File: src/rtl/parallel_pkg.sv
// parallel_pkg: shared command bytes, axis codes and frame state encoding
package parallel_pkg;

    localparam logic [7:0] CMD_X = 8'd120;
    localparam logic [7:0] CMD_Y = 8'd121;
    localparam logic [7:0] CMD_Z = 8'd122;

    localparam logic [1:0] AXIS_X   = 2'd0;
    localparam logic [1:0] AXIS_Y   = 2'd1;
    localparam logic [1:0] AXIS_Z   = 2'd2;
    localparam logic [1:0] AXIS_BAD = 2'd3;

    // Frame states run in declaration order; the FSM steps by +1 between IDLE and DONE.
    typedef enum logic [3:0] {
        IDLE, SETUP, CMD_HI, TURN, LO_HI, LO_LO, HI_HI, HOLD, DONE
    } state_t;

endpackage

File: src/rtl/parallel_phase_timer.sv
// parallel_phase_timer: counts 0..HALF_CYCLES-1 while enabled, flags the last count
module parallel_phase_timer #(
    parameter int HALF_CYCLES = 25
) (
    input  logic clk,
    input  logic rst,
    input  logic i_clr,
    input  logic i_en,
    output logic o_tc
);

    localparam int W = $clog2(HALF_CYCLES);
    localparam logic [W-1:0] LAST = W'(HALF_CYCLES - 1);

    logic [W-1:0] r_cnt;

    assign o_tc = i_en && r_cnt == LAST;

    always_ff @(posedge clk) begin
        if (rst || i_clr || o_tc)
            r_cnt <= '0;
        else if (i_en)
            r_cnt <= r_cnt + 1'b1;
    end

endmodule

File: src/rtl/parallel_master.sv
// parallel_master: initiator of the 3-phase parallel accelerometer bus
// One request sends a command byte, then reads the low and high data bytes.
module parallel_master
    import parallel_pkg::*;
#(
    parameter int HALF_CYCLES = 25,
    parameter int CMD_BASE    = int'(CMD_X)
) (
    input  logic        CLK_50,
    input  logic        rst,
    input  logic        start,
    input  logic [1:0]  axis,
    output logic        busy,
    output logic        done,
    output logic        err,
    output logic [15:0] result,
    output logic        bus_clk,
    output logic        bus_cs,
    output logic [7:0]  bus_dout,
    output logic        bus_oe,
    input  logic [7:0]  bus_din
);

    state_t      r_state, w_next;
    logic [1:0]  r_axis, w_axis;
    logic [7:0]  r_din1, r_din2, r_lo, r_hi;
    logic        w_run, w_tc, w_accept, w_reject;
    logic        w_clk, w_cs, w_oe;
    logic [7:0]  w_dout;

    assign w_run = r_state != IDLE && r_state != DONE;

    parallel_phase_timer #(.HALF_CYCLES(HALF_CYCLES)) u_timer (
        .clk  (CLK_50),
        .rst  (rst),
        .i_clr(!w_run),
        .i_en (w_run),
        .o_tc (w_tc)
    );

    always_comb begin
        w_accept = r_state == IDLE && start && axis != AXIS_BAD;
        w_reject = r_state == IDLE && start && axis == AXIS_BAD;
        w_next   = r_state;
        if (w_accept)
            w_next = SETUP;
        else if (r_state == DONE)
            w_next = IDLE;
        else if (w_run && w_tc)
            w_next = state_t'(4'(r_state) + 4'd1);
        // Bus pins are registered from the next state so the strobe never glitches.
        w_axis = w_accept ? axis : r_axis;
        w_clk  = w_next inside {CMD_HI, LO_HI, HI_HI};
        w_cs   = w_next != IDLE && w_next != DONE;
        w_oe   = w_next inside {SETUP, CMD_HI};
        w_dout = w_oe ? 8'(CMD_BASE + int'(w_axis)) : 8'd0;
    end

    always_ff @(posedge CLK_50) begin
        if (rst) begin
            r_state  <= IDLE;
            r_axis   <= '0;
            r_din1   <= '0;
            r_din2   <= '0;
            r_lo     <= '0;
            r_hi     <= '0;
            busy     <= 1'b0;
            done     <= 1'b0;
            err      <= 1'b0;
            result   <= '0;
            bus_clk  <= 1'b0;
            bus_cs   <= 1'b0;
            bus_oe   <= 1'b0;
            bus_dout <= '0;
        end else begin
            r_state  <= w_next;
            r_axis   <= w_axis;
            r_din1   <= bus_din;
            r_din2   <= r_din1;
            busy     <= w_next != IDLE;
            done     <= w_next == DONE;
            err      <= w_reject;
            bus_clk  <= w_clk;
            bus_cs   <= w_cs;
            bus_oe   <= w_oe;
            bus_dout <= w_dout;
            if (r_state == LO_HI && w_tc)
                r_lo <= r_din2;
            if (r_state == HI_HI && w_tc)
                r_hi <= r_din2;
            if (r_state == HOLD && w_tc)
                result <= {r_hi, r_lo};
        end
    end

endmodule

File: config.mk
export PLATFORM = sky130hd
export DESIGN_NAME = parallel_master
export DESIGN_NICKNAME = d
export VERILOG_FILES = /design/src/rtl/parallel_pkg.sv /design/src/rtl/parallel_phase_timer.sv /design/src/rtl/parallel_master.sv
export SDC_FILE = /design/constraint.sdc
export NUM_CORES = 1
export LEC_CHECK = 0
export CAP_MARGIN = 20
export CORE_MARGIN = 1
export CORE_UTILIZATION = 52
export CTS_CLUSTER_SIZE = 10
export DETAILED_ROUTE_END_ITERATION = 6
export HOLD_SLACK_MARGIN = 0.12
export PLACE_DENSITY_LB_ADDON = 0.15
export SKIP_CTS_REPAIR_TIMING = 1
export SYNTH_ARGS = -nofsm -noshare
export SYNTH_HDL_FRONTEND = slang
export SYNTH_HIERARCHICAL = 1
export SYNTH_SLANG_ARGS = --single-unit
File: constraint.sdc
create_clock -name CLK_50 -period 2.62 [get_ports CLK_50]
set_input_delay 0.524 -clock CLK_50 [delete_from_list [all_inputs] [get_ports CLK_50]]
set_output_delay 0.524 -clock CLK_50 [all_outputs]
set_load 0.03 [all_outputs]
==> results.json <==
{
  "ys_ff_latch": 68,
  "cp_max_fo": 15,
  "hp-class": "reg2reg",
  "layout-drive-gt1-share_pct": 9.54,
  "preCtsSetupSlack_ns": 0.270,
  "cp.required_ns": 2.89,
  "whs_endpoint": "r_din2[7]$_SDFF_PP0_",
  "ys_seq_area_share_pct": 53.7,
  "power_density_mw_per_mm2": 717,
  "cts_tree": "done",
  "core_area_mm2": 0.00469,
  "peakVddDrop_v": 0.000379,
  "die_height_um": 71.8,
  "p_leak_nw": 1.17,
  "drt_iter0_drc": 80,
  "endpoint_kind": "flop",
  "drc": 0,
  "n_antenna_cell": 0,
  "fin_util_pct": 68.1,
  "worstSkewPairLatency_ns": 0.33,
  "stdcell_area_mm2": 0.00319,
  "antenna_found_initial": 0,
  "wirelength_mm": 4.72,
  "arrival_ns": 2.55,
  "crit_type": "reg2reg",
  "syn_avg_cell_area_um2": 9.02,
  "async_flop_share_pct": 0,
  "place_area_mm2": 0.00293,
  "fp.dieW_um": 71.8,
  "synth_edf_count": 0,
  "yosys.area.top_type": "dfxtp_1",
  "post-route-min-period_ns": 2.28,
  "pin_count": 43,
  "period_share_pct": 87.1,
  "start_kind": "flop",
  "dr.pass1.iters": 5,
  "setup_viol": 0,
  "fp.dieArea_mm2": 0.00516,
  "hold_viol": 0,
  "grt_pass1_vias": 1685,
  "yosys.area.top_type_share_pct": 53.7,
  "routedWlPerCell_um": 12.5,
  "synth-main-ff-cell": "dfxtp_1",
  "start_util_pct": 54.0,
  "cts_buffer_depth": 2,
  "worst_r2r_path_depth": 10,
  "slew_violations": 0,
  "cts_inserted_buffers": 9,
  "synth_area_mm2": 0.00253,
  "grt_overflow": 0,
  "vias_per_cell": 5.00,
  "dp_hpwl_mm": 3.19,
  "setup_slack_ns": 0.338,
  "synth_cells": 281,
  "whs_path_depth": 1,
  "rows": 25,
  "yosysWarnings": 6,
  "post_synth_main_area_contributors": "dfxtp_1 54%, nand2_1 10%, a21oi_1 6.7%",
  "grt_use_total_pct": 20.3,
  "final.setup.tns_ns": 0,
  "status": "complete, no violations",
  "grt_pass1_wl_mm": 7.98,
  "finClkSkew_ns": 0.00928,
  "gp_congestion": 0.830,
  "nNetsFinal": 338,
  "drv_cap": 0,
  "path_clk_slew_ns": 0.07,
  "ant_nets": 0,
  "htreeDepth": 3,
  "syn_to_final_growth_pct": 26.0,
  "vias": 1894,
  "portBuffers": 40,
  "grt_start_max_net_pins": 37,
  "r2r_start": "r_state[0]$_SDFF_PP0_",
  "regToRegEndpoint": "done$_SDFF_PP0_",
  "holdCritStartpoint": "r_din1[7]$_SDFF_PP0_",
  "rsz0062_at_grt": "false",
  "worst-r2r-setup-slack_ns": 0.34,
  "root_buffer": "clkbuf_8",
  "ys_types": 42,
  "hold_ws_ns": 0.439,
  "fmax_mhz": 438,
  "cts_sinks": 68
}
-- worst max-delay path by stage --
stage	start	end	slack (ns)	cells after the start
2_1_floorplan	r_state[0]$_SDFF_PP0_	bus_dout[0]$_SDFF_PP0_	0.30	11
3_3_place_gp	r_state[0]$_SDFF_PP0_	bus_dout[0]$_SDFF_PP0_	0.29	10
3_5_place_dp	r_state[0]$_SDFF_PP0_	bus_dout[1]$_SDFF_PP0_	0.27	10
4_1_cts	r_state[0]$_SDFF_PP0_	bus_dout[1]$_SDFF_PP0_	0.25	10
5_1_grt	r_state[0]$_SDFF_PP0_	bus_dout[1]$_SDFF_PP0_	0.10	10
6_report	r_state[0]$_SDFF_PP0_	done$_SDFF_PP0_	0.34	10
-- logic make-up after synthesis --
group | count (synthesis) | share of synthesized area (%)
compound gates | 45 | 10.5
xor+xnor | 5 | 1.73
fa+ha+maj | 5 | 2.47
buf+inv | 24 | 5.18
flops | 68 | 53.7
mux | 4 | 1.58
other cells | 1 | 0.148
simple gates | 129 | 24.7
-- stage by stage --
step           cells  power, mW
6_report         379       2.29
5_1_grt          379       2.37
4_1_cts          379       2.31
3_5_place_dp     363       1.24
3_3_place_gp     363       1.24
2_1_floorplan    282       1.19
-- state kept, by name (all words and copies together) (netlist names) --
name and count:
bus_clk 1, bus_cs 1, bus_dout 3, bus_oe 1, busy 1, done 1, err 1, r_axis 2
r_din1 8, r_din2 8, r_hi 8, r_lo 8, r_state 4, result 16, u_timer/r_cnt 5
-- critical path, cell delays in order (launching register included) --
cell	delay [ns]
dfxtp_1	0.43
inv_1	0.13
ha_2	0.27
nand2b_4	0.17
nand3b_1	0.13
nor2_1	0.10
buf_4	0.20
mux2i_1	0.20
o22a_1	0.19
and2_1	0.20
and4b_1	0.21
-- layer usage --
layer / global-route usage (%) / wire length [um] / share of wire (%) / vias to the layer above
met5: 0 / 0 / 0 / -
met4: 10.5 / 76 / 1.6 / 0
met3: 4.22 / 132 / 2.8 / 8
li1: - / - / - / 995
met2: 29.8 / 2130 / 45 / 34
met1: 28.1 / 2390 / 51 / 857
-- synth_stat cells (all sizes together) (4+ instances only) --
| cell | instances |
|---|---|
| nand2 | 69 |
| dfxtp | 68 |
| a21oi | 34 |
| nor2b | 16 |
| nor2 | 15 |
| buf | 12 |
| clkbuf | 6 |
| inv | 6 |
| and3 | 5 |
| ha | 5 |
| nand3 | 5 |
| mux2i | 4 |
| xor2 | 4 |
-- cells in the final DEF (no fill, tap or decap), drive strengths merged, types with 5 or more instances in the layout --
cell type	Yosys	final
nand2	69	69
nand3	5	5
ha	5	5
clkdlybuf4s50	0	39
a21oi	34	34
inv	6	6
buf	12	6
and3	5	5
clkbuf	6	11
dfxtp	68	68
nor2	15	15
nor2b	16	16
-- area by class of cell --
cell class,count,area [um^2]
fillers,406,1500
repair buffers,45,433
well taps,54,67.6
multi-input cells,190,1050
inverters,6,25.0
flip-flops and latches,68,1360
clock inverters,5,108
clock buffers,11,151
-- report_power, final --
part           internal [mW]  switching, mW
Combinational         0.0627         0.0864
Clock                  0.688          0.384
Sequential              1.06         0.0116
Total                   1.81          0.482
No activity file was read; power rests on OpenSTA's default activity.
